File: src/rtl/edid_i2c_pkg.sv
// Shared types and default constants for the EDID EEPROM emulator.
//   i2c_state_t          : slave protocol state
//   SLV_ADDR_DEFAULT     : 7-bit device address (24Cxx EDID slot)
//   FILT_LEN_DEFAULT     : samples needed before a filtered line changes
//   HOLD_CYC_DEFAULT     : SDA hold time after SCL falls, in clk_50 cycles
package edid_i2c_pkg;

  typedef enum logic [2:0] {
    IDLE,
    ADDR,
    ACK,
    WR_OFFSET,
    WR_DATA,
    RD_DATA,
    RD_ACK,
    SKIP
  } i2c_state_t;

  localparam logic [6:0]  SLV_ADDR_DEFAULT = 7'h50;
  localparam int unsigned FILT_LEN_DEFAULT = 4;
  localparam int unsigned HOLD_CYC_DEFAULT = 8;

endpackage

File: src/rtl/edid_i2c_slave_line_filter.sv
// Two-flop synchroniser plus glitch filter for one I2C line.
//   clk_50, reset_n : clock, async active-low reset
//   line_raw        : raw pin level
//   line_f          : filtered level (changes after FILT_LEN equal samples)
//   rise, fall      : one-cycle strobes, high in the cycle line_f changes
module i2c_line_filter
  import edid_i2c_pkg::*;
#(
  parameter int unsigned FILT_LEN = FILT_LEN_DEFAULT
) (
  input  logic clk_50,
  input  logic reset_n,
  input  logic line_raw,
  output logic line_f,
  output logic rise,
  output logic fall
);

  localparam int unsigned CW = (FILT_LEN > 1) ? $clog2(FILT_LEN) : 1;

  logic [1:0]    sync;
  logic [CW-1:0] cnt;

  always_ff @(posedge clk_50 or negedge reset_n) begin
    if (!reset_n) begin
      sync   <= '1;
      line_f <= 1'b1;
      cnt    <= '0;
      rise   <= 1'b0;
      fall   <= 1'b0;
    end else begin
      sync <= {sync[0], line_raw};
      rise <= 1'b0;
      fall <= 1'b0;
      if (sync[1] == line_f) begin
        cnt <= '0;
      end else if (cnt == CW'(FILT_LEN - 1)) begin
        line_f <= sync[1];
        rise   <= sync[1];
        fall   <= ~sync[1];
        cnt    <= '0;
      end else begin
        cnt <= cnt + CW'(1);
      end
    end
  end

endmodule

File: src/rtl/edid_i2c_slave.sv
// 256-byte EDID EEPROM emulator: 24Cxx-style I2C slave.
//   clk_50, reset_n : 50 MHz clock, async active-low reset
//   scl_i, sda_i    : raw bus levels
//   sda_oe          : 1 = pull SDA low
//   wp              : write protect, data bytes NACKed and not written
//   busy            : address-matched transaction in progress (until STOP)
//   edid_updated    : one-cycle pulse at a STOP after >=1 data byte written
module edid_i2c_slave
  import edid_i2c_pkg::*;
#(
  parameter logic [6:0]  SLV_ADDR = SLV_ADDR_DEFAULT,
  parameter int unsigned FILT_LEN = FILT_LEN_DEFAULT,
  parameter int unsigned HOLD_CYC = HOLD_CYC_DEFAULT
) (
  input  logic clk_50,
  input  logic reset_n,
  input  logic scl_i,
  input  logic sda_i,
  output logic sda_oe,
  input  logic wp,
  output logic busy,
  output logic edid_updated
);

  localparam int unsigned HW = $clog2(HOLD_CYC + 1);

  logic scl_f, scl_rise, scl_fall;
  logic sda_f, sda_rise, sda_fall;
  logic start_cond, stop_cond;

  i2c_line_filter #(.FILT_LEN(FILT_LEN)) u_scl_filt (
    .clk_50(clk_50), .reset_n(reset_n), .line_raw(scl_i),
    .line_f(scl_f), .rise(scl_rise), .fall(scl_fall)
  );

  i2c_line_filter #(.FILT_LEN(FILT_LEN)) u_sda_filt (
    .clk_50(clk_50), .reset_n(reset_n), .line_raw(sda_i),
    .line_f(sda_f), .rise(sda_rise), .fall(sda_fall)
  );

  assign start_cond = sda_fall & scl_f;
  assign stop_cond  = sda_rise & scl_f;

  i2c_state_t    state_q, state_d, ret_q, ret_d;
  logic [2:0]    bit_cnt_q, bit_cnt_d;
  logic [7:0]    shreg_q, shreg_d, offset_q, offset_d, tx_q, tx_d;
  logic          ack_drv_q, ack_drv_d, ack_rise_q, ack_rise_d;
  logic          busy_d, wrote_q, wrote_d, upd_d;
  logic          ram_we, drive;
  logic [7:0]    shift_byte, ram_q;
  logic [7:0]    mem [256];
  logic [HW-1:0] hold_cnt;

  // Single-port RAM addressed by offset; read every cycle so ram_q always
  // holds the byte at the current offset well before it is shifted out.
  always_ff @(posedge clk_50) begin
    if (ram_we) mem[offset_q] <= shift_byte;
    ram_q <= mem[offset_q];
  end

  always_comb begin
    state_d    = state_q;
    ret_d      = ret_q;
    bit_cnt_d  = bit_cnt_q;
    shreg_d    = shreg_q;
    offset_d   = offset_q;
    tx_d       = tx_q;
    ack_drv_d  = ack_drv_q;
    ack_rise_d = ack_rise_q;
    busy_d     = busy;
    wrote_d    = wrote_q;
    upd_d      = 1'b0;
    ram_we     = 1'b0;
    shift_byte = {shreg_q[6:0], sda_f};
    if (stop_cond) begin
      state_d = IDLE;
      busy_d  = 1'b0;
      wrote_d = 1'b0;
      upd_d   = wrote_q;
    end else if (start_cond) begin
      state_d    = ADDR;
      bit_cnt_d  = '0;
      ack_rise_d = 1'b0;
    end else begin
      unique case (state_q)
        IDLE, SKIP: ;
        ADDR, WR_OFFSET, WR_DATA: begin
          if (scl_rise) begin
            shreg_d   = shift_byte;
            bit_cnt_d = bit_cnt_q + 3'd1;
            if (bit_cnt_q == 3'd7) begin
              state_d    = ACK;
              ack_drv_d  = 1'b1;
              ack_rise_d = 1'b0;
              ret_d      = WR_DATA;
              case (state_q)
                ADDR: begin
                  if (shift_byte[7:1] == SLV_ADDR) begin
                    busy_d = 1'b1;
                    ret_d  = shift_byte[0] ? RD_DATA : WR_OFFSET;
                  end else begin
                    state_d = SKIP;
                  end
                end
                WR_OFFSET: offset_d = shift_byte;
                default: begin
                  if (wp) begin
                    ack_drv_d = 1'b0;
                  end else begin
                    ram_we   = 1'b1;
                    offset_d = offset_q + 8'd1;
                    wrote_d  = 1'b1;
                  end
                end
              endcase
            end
          end
        end
        // Ninth clock: wait for its rise, then leave on its fall so the
        // following drive change lands HOLD_CYC after that fall.
        ACK: begin
          if (scl_rise) begin
            ack_rise_d = 1'b1;
          end else if (scl_fall && ack_rise_q) begin
            state_d   = ret_q;
            bit_cnt_d = '0;
            if (ret_q == RD_DATA) tx_d = ram_q;
          end
        end
        RD_DATA: begin
          if (scl_rise) begin
            bit_cnt_d = bit_cnt_q + 3'd1;
            if (bit_cnt_q == 3'd7) state_d = RD_ACK;
          end
        end
        // Offset advances after every byte delivered, ACKed or not, so a
        // later current-address read resumes after the last byte sent.
        RD_ACK: begin
          if (scl_rise) begin
            offset_d = offset_q + 8'd1;
            if (!sda_f) begin
              state_d    = ACK;
              ack_rise_d = 1'b1;
              ack_drv_d  = 1'b0;
              ret_d      = RD_DATA;
            end else begin
              state_d = SKIP;
            end
          end
        end
        default: state_d = IDLE;
      endcase
    end
  end

  always_comb begin
    drive = 1'b0;
    case (state_q)
      ACK:     drive = ack_drv_q;
      RD_DATA: drive = ~tx_q[3'd7 - bit_cnt_q];
      default: drive = 1'b0;
    endcase
  end

  always_ff @(posedge clk_50 or negedge reset_n) begin
    if (!reset_n) begin
      state_q      <= IDLE;
      ret_q        <= IDLE;
      bit_cnt_q    <= '0;
      shreg_q      <= '0;
      offset_q     <= '0;
      tx_q         <= '0;
      ack_drv_q    <= 1'b0;
      ack_rise_q   <= 1'b0;
      busy         <= 1'b0;
      wrote_q      <= 1'b0;
      edid_updated <= 1'b0;
    end else begin
      state_q      <= state_d;
      ret_q        <= ret_d;
      bit_cnt_q    <= bit_cnt_d;
      shreg_q      <= shreg_d;
      offset_q     <= offset_d;
      tx_q         <= tx_d;
      ack_drv_q    <= ack_drv_d;
      ack_rise_q   <= ack_rise_d;
      busy         <= busy_d;
      wrote_q      <= wrote_d;
      edid_updated <= upd_d;
    end
  end

  // sda_oe only moves HOLD_CYC cycles after SCL falls, sampling the drive
  // value of whatever state the FSM has reached by then.
  always_ff @(posedge clk_50 or negedge reset_n) begin
    if (!reset_n) begin
      sda_oe   <= 1'b0;
      hold_cnt <= '0;
    end else if (start_cond || stop_cond) begin
      sda_oe   <= 1'b0;
      hold_cnt <= '0;
    end else if (scl_fall) begin
      hold_cnt <= HW'(HOLD_CYC);
    end else if (hold_cnt != '0) begin
      hold_cnt <= hold_cnt - HW'(1);
      if (hold_cnt == HW'(1)) sda_oe <= drive;
    end
  end

endmodule

File: config.mk
export PLATFORM = sky130hd
export DESIGN_NAME = edid_i2c_slave
export DESIGN_NICKNAME = d
export VERILOG_FILES = /design/src/rtl/edid_i2c_pkg.sv /design/src/rtl/edid_i2c_slave_line_filter.sv /design/src/rtl/edid_i2c_slave.sv
export SDC_FILE = /design/constraint.sdc
export NUM_CORES = 2
export LEC_CHECK = 0
export CAP_MARGIN = 20
export CORE_MARGIN = 2
export CORE_UTILIZATION = 40
export DETAILED_ROUTE_END_ITERATION = 10
export SKIP_CTS_REPAIR_TIMING = 1
export SLEW_MARGIN = 20
export SYNTH_ARGS = -nofsm -noshare
export SYNTH_HDL_FRONTEND = slang
export SYNTH_HIERARCHICAL = 1
export SYNTH_SLANG_ARGS = --single-unit
File: constraint.sdc
create_clock -name clk_50 -period 4.7 [get_ports clk_50]
set_clock_uncertainty 0.05 [all_clocks]
set_input_delay 0.94 -clock clk_50 [delete_from_list [all_inputs] [get_ports clk_50]]
set_output_delay 0.94 -clock clk_50 [all_outputs]
set_load 0.05 [all_outputs]
==> results_dict.tcl <==
set metrics [dict create \
    status "completed" \
    timing.final.hold_violations 0 \
    drt.antenna.violating_nets 0 \
    synth_seq_area_share_pct 77.8 \
    min_period_ns 3.98 \
    dr.first_iter.drc_count 4550 \
    cts_max_level 4 \
    io_buffers 7 \
    required_ns 5.35 \
    firstDrtPassIters 6 \
    io_pins 8 \
    cts_buffers 206 \
    setup_viol 0 \
    rsz0062_at_grt "no" \
    routed_wl_um 195000 \
    wl_per_cell_um 28.3 \
    grt_antenna_before_repair 6 \
    cts_buffer_depth 3 \
    final_nets 4072 \
    crit_fanout 32 \
    syn_area_mm2 0.0811 \
    slew_headroom_pct 28.1 \
    ys.flop_type "edfxtp_1" \
    avgSynthCellArea_um2 21.4 \
    cp-start-kind "flop" \
    ys_ff_latch 2112 \
    maxCapViolCount 0 \
    grt_max_degree 178 \
    grt_usage_pct 18.9 \
    die_area_mm2 0.206 \
    ys_warn_count 6 \
    place.gp.congestion 0.825 \
    cts.sinks 2112 \
    p_leak_nw 28.7 \
    vias_per_cell 5.68 \
    hpwlAfterDp_um 111000 \
    vias 39231 \
    root_buffer "clkbuf_16" \
    grt_pass1_vias 39604 \
    num_rows 165 \
    hold_path_class "input port to async pin" \
    synth_cells 3787 \
    final_layout_size_suffix_gt1_share_pct 27.4 \
    clk_pin_slew_ns 0.06 \
    peakVddDrop_v 0.000361 \
    fmax_mhz 251 \
    start_util_pct 40.2 \
    tns_ns 0 \
    grt_overflow_total 0 \
    fin_crit_sh_pct 84.7 \
    synth_cell_types 51 \
    rr_worst_depth 7 \
    cp-end-kind "flop" \
    crit_type "flop to flop" \
    chipWidth_um 454 \
    synth-edff-count 2048 \
    core_mm2 0.202 \
    critPathArrivalTime_ns 4.63 \
    drcViolationCount 0 \
    grt_pass1_wl_um 283000 \
    syn-num-nets 3802 \
    worst_pin_slew_ns 1.08 \
    power_density_mw_per_mm2 430 \
    async_flop_share_pct 2.65 \
    final_max_slew_viol_count 0 \
    tritoncts "yes" \
    clk_latency_ns 0.85 \
    syn2layout_area_growth_pct 14.6 \
    die-height_um 454 \
    worst_hold_slack_ns 0.143 \
]
[cells by family (layout without fill, tap and decap cells)]
| group | Yosys count | count (layout) | synth area share, % |
|---|---|---|---|
| XOR/XNOR | 3 | 3 | 0.0324 |
| flip-flops | 2112 | 2112 | 77.8 |
| adder cells (fa/ha/maj) | 10 | 10 | 0.154 |
| multiplexers | 538 | 538 | 14.6 |
| buffers and inverters | 248 | 696 | 1.36 |
| AO/OA/AOI/OAI | 481 | 481 | 3.99 |
| AND/OR/NAND/NOR | 395 | 395 | 2.05 |
| other | 0 | 1 | 0 |
[layout by cell type, fill, tap and decap left out, types with 4 or more instances in the layout]
| master | instances |
|---|---|
| mux2_2 | 19 |
| inv_1 | 12 |
| dfrtp_1 | 41 |
| mux4_2 | 514 |
| nand2b_1 | 6 |
| buf_4 | 270 |
| clkinv_1 | 44 |
| inv_6 | 6 |
| clkbuf_8 | 5 |
| o41ai_1 | 30 |
| nor2b_1 | 14 |
| nand2_1 | 40 |
| nor3_1 | 5 |
| clkbuf_1 | 51 |
| a21oi_1 | 153 |
| edfxtp_1 | 2048 |
| o22ai_1 | 4 |
| a22oi_1 | 257 |
| dfrtp_4 | 9 |
| clkinvlp_4 | 8 |
| dfxtp_1 | 8 |
| mux2i_1 | 5 |
| dfstp_2 | 5 |
| nand3_1 | 7 |
| nor3b_1 | 5 |
| bufinv_16 | 27 |
| clkdlybuf4s50_1 | 6 |
| clkinv_2 | 28 |
| nor2_1 | 271 |
| buf_12 | 21 |
| nand4_1 | 12 |
| o21ai_0 | 16 |
| ha_1 | 10 |
| clkbuf_16 | 211 |
| nand2_2 | 16 |
[final cells by class]
| cell class | instances | area [um^2] |
|---|---|---|
| Timing Repair Buffer | 298 | 2510 |
| Fill cell | 16472 | 109000 |
| Clock buffer | 267 | 5540 |
| Sequential cell | 2112 | 63100 |
| Antenna cell | 1 | 2.50 |
| Multi-Input combinational cell | 1427 | 17000 |
| Clock inverter | 119 | 1340 |
| Inverter | 12 | 45.0 |
| Tap cell | 2672 | 3340 |
[registers in the layout, indices dropped and copies added (netlist names), 2 cells and up]
| register | cells |
|---|---|
| bit_cnt_q | 3 |
| shreg_q | 7 |
| offset_q | 8 |
| ret_q | 3 |
| u_scl_filt/sync | 2 |
| u_sda_filt/cnt | 2 |
| u_scl_filt/cnt | 2 |
| ram_q | 8 |
| tx_q | 8 |
| hold_cnt | 4 |
| mem | 2048 |
| u_sda_filt/sync | 2 |
| state_q | 3 |
[worst max-delay path: stages (launching register included)]
cell and delay (ns):
dfrtp_4 0.87, buf_4 0.65, mux4_2 0.61, a22oi_1 0.21, a21oi_1 0.17, o41ai_1 0.87, buf_4 0.26, nand4_1 0.08
[stage by stage]
| step | total power, mW | util (%) | std cells | instance area (um^2) | setup slack [ns] |
|---|---|---|---|---|---|
| finish | 40.0 | 46.0 | 6908 | 92900 | 0.721 |
| global route | 41.1 | 46.0 | 6907 | 92900 | 0.503 |
| CTS | 40.3 | 46.0 | 6906 | 92900 | 0.568 |
| detailed placement | 23.6 | 42.6 | 6520 | 86000 | 0.381 |
| global placement | 23.5 | 42.6 | 6520 | 86000 | 0.399 |
| floorplan | 22.9 | - | 3787 | 81100 | 0.210 |
[Yosys cell counts, drive strengths merged (3+ instances only)]
library cell	count	area (um^2)
mux2	19	214
nor2b	16	100
ha	10	125
dfstp	6	158
buf	73	443
dfrtp	50	1250
dfxtp	8	160
o211ai	3	22.5
mux4	514	11600
o41ai	32	280
o21ai	17	85.1
nor3b	5	37.5
nor2	272	1020
a21oi	153	766
nand2	58	218
a22oi	257	1930
xnor2	3	26.3
clkbuf	163	612
edfxtp	2048	61500
inv	12	45.0
nand3	7	35.0
nor3	7	45.0
o22ai	4	25.0
nand2b	7	43.8
nand4	12	75.1
mux2i	5	50.1
[path summary, 6_finish.rpt]
check                           slack, ns                 end          startpoint
worst max-delay path                 0.72            ram_q[2]         offset_q[0]
worst min-delay path                 0.14        edid_updated             reset_n
worst max register to register       0.72            ram_q[2]         offset_q[0]
worst min register to register       0.29  u_sda_filt/sync[1]  u_sda_filt/sync[0]
max in group asynchronous            3.51  u_sda_filt/sync[0]             reset_n
min in group clk_50                  0.29  u_sda_filt/sync[1]  u_sda_filt/sync[0]
[report_power, final]
part | total (mW) | leakage [nW] | internal [mW] | switching [mW]
Sequential | 21.2 | 19.4 | 20.9 | 0.220
Combinational | 1.97 | 6.00 | 0.735 | 1.23
Clock | 16.8 | 3.34 | 9.80 | 7.04
Total | 40.0 | 28.7 | 31.5 | 8.50
[metal layers]
layer  share of wire [%]  up-vias  wire, um  GRT usage (%)
met5               0.018        -        35              0
met4                 2.9        4      5660           6.02
met3                 7.4      284     14500           3.73
met2                  47     1522     92500           29.3
met1                  42    20944     82700           27.0
li1                    -    16477         -              -
(Power assumes the default switching activity.)
